`config.mk`:
```
export PLATFORM = sky130hd
export DESIGN_NAME = multicycle_control
export DESIGN_NICKNAME = d
export VERILOG_FILES = /design/src/rtl/multicycle_control.sv
export SDC_FILE = /design/constraint.sdc
export NUM_CORES = 1
export LEC_CHECK = 0
export CAP_MARGIN = 15
export CORE_MARGIN = 10
export CORE_UTILIZATION = 52
export DETAILED_ROUTE_END_ITERATION = 10
export PLACE_DENSITY = 0.82
export SLEW_MARGIN = 15
export SYNTH_ARGS = -nofsm -noshare
export SYNTH_HDL_FRONTEND = slang
export SYNTH_SLANG_ARGS = --single-unit
```
`constraint.sdc`:
```
create_clock -name clk -period 3.05 [get_ports clk]
set_clock_uncertainty 0.2 [all_clocks]
set_input_delay 0.305 -clock clk [delete_from_list [all_inputs] [get_ports clk]]
set_output_delay 0.305 -clock clk [all_outputs]
set_load 0.005 [all_outputs]
```
`src/rtl/multicycle_control.sv`:
```
// rtl/multicycle_control.sv - multicycle CPU control FSM with memory-wait timeout and retire counter
// Optional feature: define MC_BNE_EN to decode opcode 05 (bne) as a branch with branch_ne=1.
module multicycle_control #(
    parameter int TIMEOUT = 16,
    parameter int CNT_W   = 32
) (
    input  logic             clk,
    input  logic             reset,
    input  logic [5:0]       opcode,
    input  logic             mem_ready,
    output logic             pc_write,
    output logic             pc_write_cond,
    output logic             branch_ne,
    output logic             i_or_d,
    output logic             mem_read,
    output logic             mem_write,
    output logic             ir_write,
    output logic             mem_to_reg,
    output logic             reg_dst,
    output logic             reg_write,
    output logic             alu_src_a,
    output logic [1:0]       alu_src_b,
    output logic [1:0]       alu_op,
    output logic [1:0]       pc_source,
    output logic [3:0]       state,
    output logic             fault,
    output logic [CNT_W-1:0] retire_count
);

    localparam logic [3:0] S_FETCH  = 4'd0;
    localparam logic [3:0] S_DECODE = 4'd1;
    localparam logic [3:0] S_MEMADR = 4'd2;
    localparam logic [3:0] S_MEMRD  = 4'd3;
    localparam logic [3:0] S_MEMWB  = 4'd4;
    localparam logic [3:0] S_MEMWR  = 4'd5;
    localparam logic [3:0] S_EXEC   = 4'd6;
    localparam logic [3:0] S_ALUWB  = 4'd7;
    localparam logic [3:0] S_BRANCH = 4'd8;
    localparam logic [3:0] S_IMMEX  = 4'd9;
    localparam logic [3:0] S_IMMWB  = 4'd10;
    localparam logic [3:0] S_JUMP   = 4'd11;
    localparam logic [3:0] S_FAULT  = 4'd15;

    localparam logic [5:0] OP_RTYPE = 6'h00;
    localparam logic [5:0] OP_JUMP  = 6'h02;
    localparam logic [5:0] OP_BEQ   = 6'h04;
    localparam logic [5:0] OP_BNE   = 6'h05;
    localparam logic [5:0] OP_ADDI  = 6'h08;
    localparam logic [5:0] OP_ANDI  = 6'h0C;
    localparam logic [5:0] OP_ORI   = 6'h0D;
    localparam logic [5:0] OP_LH    = 6'h21;
    localparam logic [5:0] OP_LW    = 6'h23;
    localparam logic [5:0] OP_LHU   = 6'h25;
    localparam logic [5:0] OP_SW    = 6'h2B;

    localparam int               WAIT_W    = $clog2(TIMEOUT);
    localparam logic [WAIT_W-1:0] WAIT_LAST = WAIT_W'(TIMEOUT - 1);

    logic [3:0]        state_q, state_d, cur_state;
    logic [WAIT_W-1:0] wait_q, wait_d;
    logic [CNT_W-1:0]  retire_q, retire_d;
    logic              timed_out;
    logic              in_wait;

    always_comb begin
        state_d   = state_q;
        timed_out = !mem_ready && (wait_q == WAIT_LAST);
        case (state_q)
            S_FETCH: begin
                if (mem_ready)      state_d = S_DECODE;
                else if (timed_out) state_d = S_FAULT;
            end
            S_DECODE: begin
                case (opcode)
                    OP_RTYPE:                state_d = S_EXEC;
                    OP_ADDI, OP_ANDI, OP_ORI: state_d = S_IMMEX;
                    OP_LW, OP_LH, OP_LHU, OP_SW: state_d = S_MEMADR;
                    OP_BEQ:                  state_d = S_BRANCH;
`ifdef MC_BNE_EN
                    OP_BNE:                  state_d = S_BRANCH;
`endif
                    OP_JUMP:                 state_d = S_JUMP;
                    default:                 state_d = S_FAULT;
                endcase
            end
            S_MEMADR: state_d = (opcode == OP_SW) ? S_MEMWR : S_MEMRD;
            S_MEMRD: begin
                if (mem_ready)      state_d = S_MEMWB;
                else if (timed_out) state_d = S_FAULT;
            end
            S_MEMWR: begin
                if (mem_ready)      state_d = S_FETCH;
                else if (timed_out) state_d = S_FAULT;
            end
            S_MEMWB, S_ALUWB, S_IMMWB, S_BRANCH, S_JUMP: state_d = S_FETCH;
            S_EXEC:  state_d = S_ALUWB;
            S_IMMEX: state_d = S_IMMWB;
            default: state_d = S_FAULT;
        endcase
    end

    // The counter only survives while a wait state holds itself; any transition clears it.
    always_comb begin
        in_wait = (state_q == S_FETCH) || (state_q == S_MEMRD) || (state_q == S_MEMWR);
        wait_d  = (in_wait && (state_d == state_q)) ? wait_q + WAIT_W'(1) : '0;
        // Only the final state of an instruction ever moves into FETCH.
        retire_d = retire_q;
        if ((state_q != S_FETCH) && (state_d == S_FETCH))
            retire_d = retire_q + CNT_W'(1);
    end

    always_ff @(posedge clk) begin
        if (reset) begin
            state_q  <= S_FETCH;
            wait_q   <= '0;
            retire_q <= '0;
        end else begin
            state_q  <= state_d;
            wait_q   <= wait_d;
            retire_q <= retire_d;
        end
    end

    assign cur_state    = reset ? S_FETCH : state_q;
    assign state        = cur_state;
    assign fault        = (cur_state == S_FAULT);
    assign retire_count = reset ? '0 : retire_q;

`ifdef MC_BNE_EN
    assign branch_ne = (cur_state == S_BRANCH) && (opcode == OP_BNE);
`else
    assign branch_ne = 1'b0;
`endif

    always_comb begin
        pc_write      = 1'b0;
        pc_write_cond = 1'b0;
        i_or_d        = 1'b0;
        mem_read      = 1'b0;
        mem_write     = 1'b0;
        ir_write      = 1'b0;
        mem_to_reg    = 1'b0;
        reg_dst       = 1'b0;
        reg_write     = 1'b0;
        alu_src_a     = 1'b0;
        alu_src_b     = 2'b00;
        alu_op        = 2'b00;
        pc_source     = 2'b00;
        case (cur_state)
            S_FETCH: begin
                mem_read  = 1'b1;
                alu_src_b = 2'b01;
                ir_write  = mem_ready && !reset;
                pc_write  = mem_ready && !reset;
            end
            S_DECODE: alu_src_b = 2'b11;
            S_MEMADR: begin
                alu_src_a = 1'b1;
                alu_src_b = 2'b10;
            end
            S_MEMRD: begin
                mem_read = 1'b1;
                i_or_d   = 1'b1;
            end
            S_MEMWB: begin
                reg_write  = 1'b1;
                mem_to_reg = 1'b1;
            end
            S_MEMWR: begin
                mem_write = 1'b1;
                i_or_d    = 1'b1;
            end
            S_EXEC: begin
                alu_src_a = 1'b1;
                alu_op    = 2'b10;
            end
            S_ALUWB: begin
                reg_dst   = 1'b1;
                reg_write = 1'b1;
            end
            S_IMMEX: begin
                alu_src_a = 1'b1;
                alu_src_b = 2'b10;
                alu_op    = (opcode == OP_ADDI) ? 2'b00 : 2'b11;
            end
            S_IMMWB: reg_write = 1'b1;
            S_BRANCH: begin
                alu_src_a     = 1'b1;
                alu_op        = 2'b01;
                pc_write_cond = 1'b1;
                pc_source     = 2'b01;
            end
            S_JUMP: begin
                pc_write  = 1'b1;
                pc_source = 2'b10;
            end
            default: ;
        endcase
    end

endmodule

```
==> flow_summary.ini, run 1 <==
[synthesis]
synth_xor_xnor_area_share_pct = 1.11
synthesis.nets = 397
synth_ff_type = dfxtp_1
muxShareOfSynthArea_pct = 10.0
syn_area_sq_um = 3150
synth-seq-cells = 40
ys_seq_area_share_pct = 25.5
synth_warnings = 0
synth_simple_gate_area_share_pct = 44.7
synth_top_family_by_area = simple AND/OR/NAND/NOR gates
postSynthCellCount = 386
synth-async-reset-ratio_pct = 0
ys_types = 60
synth_compound_area_share_pct = 11.7
syn_area_per_cell_sq_um = 8.15
synth_fa_ha_area_share_pct = 0.796
synth_edf_count = 0

[grt]
grt_pass1_vias = 3035
grt_start_max_net_pins = 51
grt_overflow = 0
grt_first_pass_wirelength_microns = 14700
antenna_found_initial = 0
grt_usage_pct = 17.6

[sta]
slew_headroom_pct = 58.3
slew_viol_final = 0
worst_slack_ns = 0.172
setup_viol = 0
finalHoldViolations = 0
fmax_ghz = 0.347
fin_crit_sh_pct = 94.4
whs_ns = 0.248
worst_pin_slew_ns = 0.610
period_needed_ns = 2.88
rsz0062_at_grt = no

[routing]
drt-initial-drc-count = 261
avgRoutedWirePerCell_microns = 16.6
num_vias = 3141
drc = 0
drtPass1Iterations = 4
via_per_inst = 5.96
drtAntennaViolNets = 0
wirelength_microns = 8770

[cts]
postCtsSetupBuffers = 0
clkSinkCount = 40
cts-htree-levels = 2
cts_tree = built
postCtsResizedCells = 0
insertion_delay_ns = 0.30
cts.path.max_buffers = 2
cts_hold_buffers = 0
root_buffer = clkbuf_8
cts_buffers = 5
clk_pin_slew_ns = 0.09

[worst_setup_path]
rrSetupSlack_ns = 0.22
criticalPathCategory = flip-flop to primary output
critPathCaptureType = primary output
critPathRequiredTime_ns = 2.54
crit_path_start_kind = flip-flop
r2r_start = wait_q[0]
arrival_ns = 2.37
crit_path_max_fanout = 9
reg2reg_to = retire_q[13]
rr_worst_depth = 8

[finish]
instances_no_fill = 527
utilization_pct = 69.4
syn_to_final_growth_pct = 29.9
final_nets = 462
drive_gt1_share_pct = 18.8
diodes = 0

[worst_hold_path]
hold_depth = 3
holdCritPathClass = primary input to flip-flop
worstHoldEndpoint = state_q[0]
hold_start = reset

[floorplan]
die_x_microns = 97.8
fp.dieArea_sq_um = 9560
die_h_microns = 97.8
start_util_pct = 53.4
row_count = 28
core-area_sq_um = 5890
ios = 63

[placed_design]
place.gp.congestion = 0.965
io_buffers = 61
place_ws_ns = -0.0137
dp_hpwl_microns = 6630
dp_cells = 519

[status]
status = finished, final reports clean

[pwr]
leakagePower_nw = 1.44
power_density_nw_per_um2 = 707
peakVddDrop_mv = 0.594
total_power_mw = 2.89

[flow_run]
maxCapViolCount = 0
## cells in the mapped netlist, types with 2 or more instances
cell,instances,area (sq um)
mux2_1,14,158
or2_2,4,25.0
buf_1,5,18.8
dfxtp_1,40,801
nand4_1,9,56.3
nor3_1,14,70.1
buf_2,5,25.0
mux2_2,14,158
and4_1,5,43.8
o21ai_0,7,35.0
nor4b_1,3,26.3
a211oi_1,2,15.0
and2_1,3,18.8
nor4b_2,6,90.1
o311ai_0,2,17.5
and3_1,13,81.3
buf_4,5,37.5
xnor2_1,2,17.5
nand3_1,12,60.1
nor2b_1,37,231
or3_1,7,43.8
o31ai_1,6,45.0
or4_1,5,37.5
ha_1,2,25.0
clkbuf_1,12,45.0
buf_6,3,33.8
nor4_4,2,42.5
nor4_2,13,163
nand2b_1,2,12.5
a21oi_1,12,60.1
o21bai_1,3,22.5
nor2_1,50,188
inv_1,8,30.0
a211o_1,3,26.3
a31oi_1,2,12.5
xor2_1,2,17.5
nand4b_1,2,17.5
nand2_1,18,67.6
nor4_1,6,37.5
o21a_1,2,15.0
a22oi_1,2,15.0
nand3b_1,4,30.0
## layout by cell type (no fill, tap or decap), types with 4 or more instances in the layout
cell,instances
nor2b_1,37
nor4_2,13
mux2_2,14
buf_12,5
o31ai_1,6
buf_4,22
or2_2,4
a21oi_1,12
inv_1,8
and3_1,13
nand3_1,12
nor4_1,6
dfxtp_1,40
clkdlybuf4s50_1,60
and4_1,5
nand4_1,9
or4_1,5
nand3b_1,4
nor2_1,50
clkbuf_8,5
nor3_1,14
mux2_1,14
nand2_1,18
o21ai_0,7
nor4b_2,7
or3_1,7
## final cells by class
class	instances	area, sq um
Clock buffer	5	68.8
Inverter	8	30.0
Multi-Input combinational cell	308	2170
Clock inverter	3	47.5
Tap cell	75	93.8
Sequential cell	40	801
Fill cell	468	1800
Timing Repair Buffer	88	871
## per-stage QoR
stage | area [sq um] | TNS (ns)
detailed placement | 3960 | -0.0159
global route | 4090 | 0
finish | 4090 | 0
floorplan | 3150 | 0
CTS | 4080 | 0
global placement | 3960 | 0
## sequential cells by signal (all words and copies together), names as in the netlist
signal    cells
retire_q     32
wait_q        4
state_q       4
## per-layer routing
| metal | vias up | GRT usage (%) | share of wire [%] |
|---|---|---|---|
| li1 | 1534 | - | - |
| met3 | 14 | 4.37 | 5.9 |
| met1 | 1502 | 21.2 | 43 |
| met5 | - | 0 | 0 |
| met4 | 0 | 4.81 | 1.6 |
| met2 | 91 | 30.4 | 50 |
## report_power, final
part           switching (mW)  internal [mW]  total, mW
Sequential             0.0862          0.556      0.642
Clock                   0.210          0.247      0.457
Combinational            1.05          0.744       1.79
## logic make-up (layout without fill, tap and decap cells)
kind of cell / count (synthesis) / count (layout)
XOR/XNOR: 4 / 4
adder cells (fa/ha/maj): 2 / 2
flip-flops: 40 / 40
AO/OA/AOI/OAI: 52 / 52
other: 1 / 1
AND/OR/NAND/NOR: 221 / 221
buffers and inverters: 38 / 104
multiplexers: 28 / 28
## critical path, cell delays in order (launching register included)
cell,delay [ns]
dfxtp_1,0.52
buf_4,0.22
or3b_2,0.52
a211oi_1,0.26
clkdlybuf4s50_1,0.55
## how the worst max path moves through the flow
| stage | startpoint | endpoint | slack, ns | cells past startpoint |
|---|---|---|---|---|
| 6_report | state_q[1] | alu_src_b[1] | 0.17 | 4 |
| 5_1_grt | wait_q[0] | retire_q[13] | 0.01 | 8 |
| 4_1_cts | state_q[1] | alu_src_b[1] | 0.20 | 4 |
| 3_5_place_dp | opcode[2] | retire_q[29] | -0.01 | 8 |
| 3_3_place_gp | opcode[0] | retire_q[13] | 0.05 | 8 |
| 2_1_floorplan | wait_q[0] | retire_q[18] | 0.47 | 8 |
Power figures use the tool's default switching activity.
==> run 2: changes to the inputs <==
--- a/config.mk
+++ b/config.mk
@@ -10,6 +10,7 @@
 export CORE_UTILIZATION = 52
 export DETAILED_ROUTE_END_ITERATION = 10
 export PLACE_DENSITY = 0.82
+export SKIP_CTS_REPAIR_TIMING = 1
 export SLEW_MARGIN = 15
 export SYNTH_ARGS = -nofsm -noshare
 export SYNTH_HDL_FRONTEND = slang
==> results of run 2 <==
The final DEF is identical to that of run 1; final timing and power are the same.
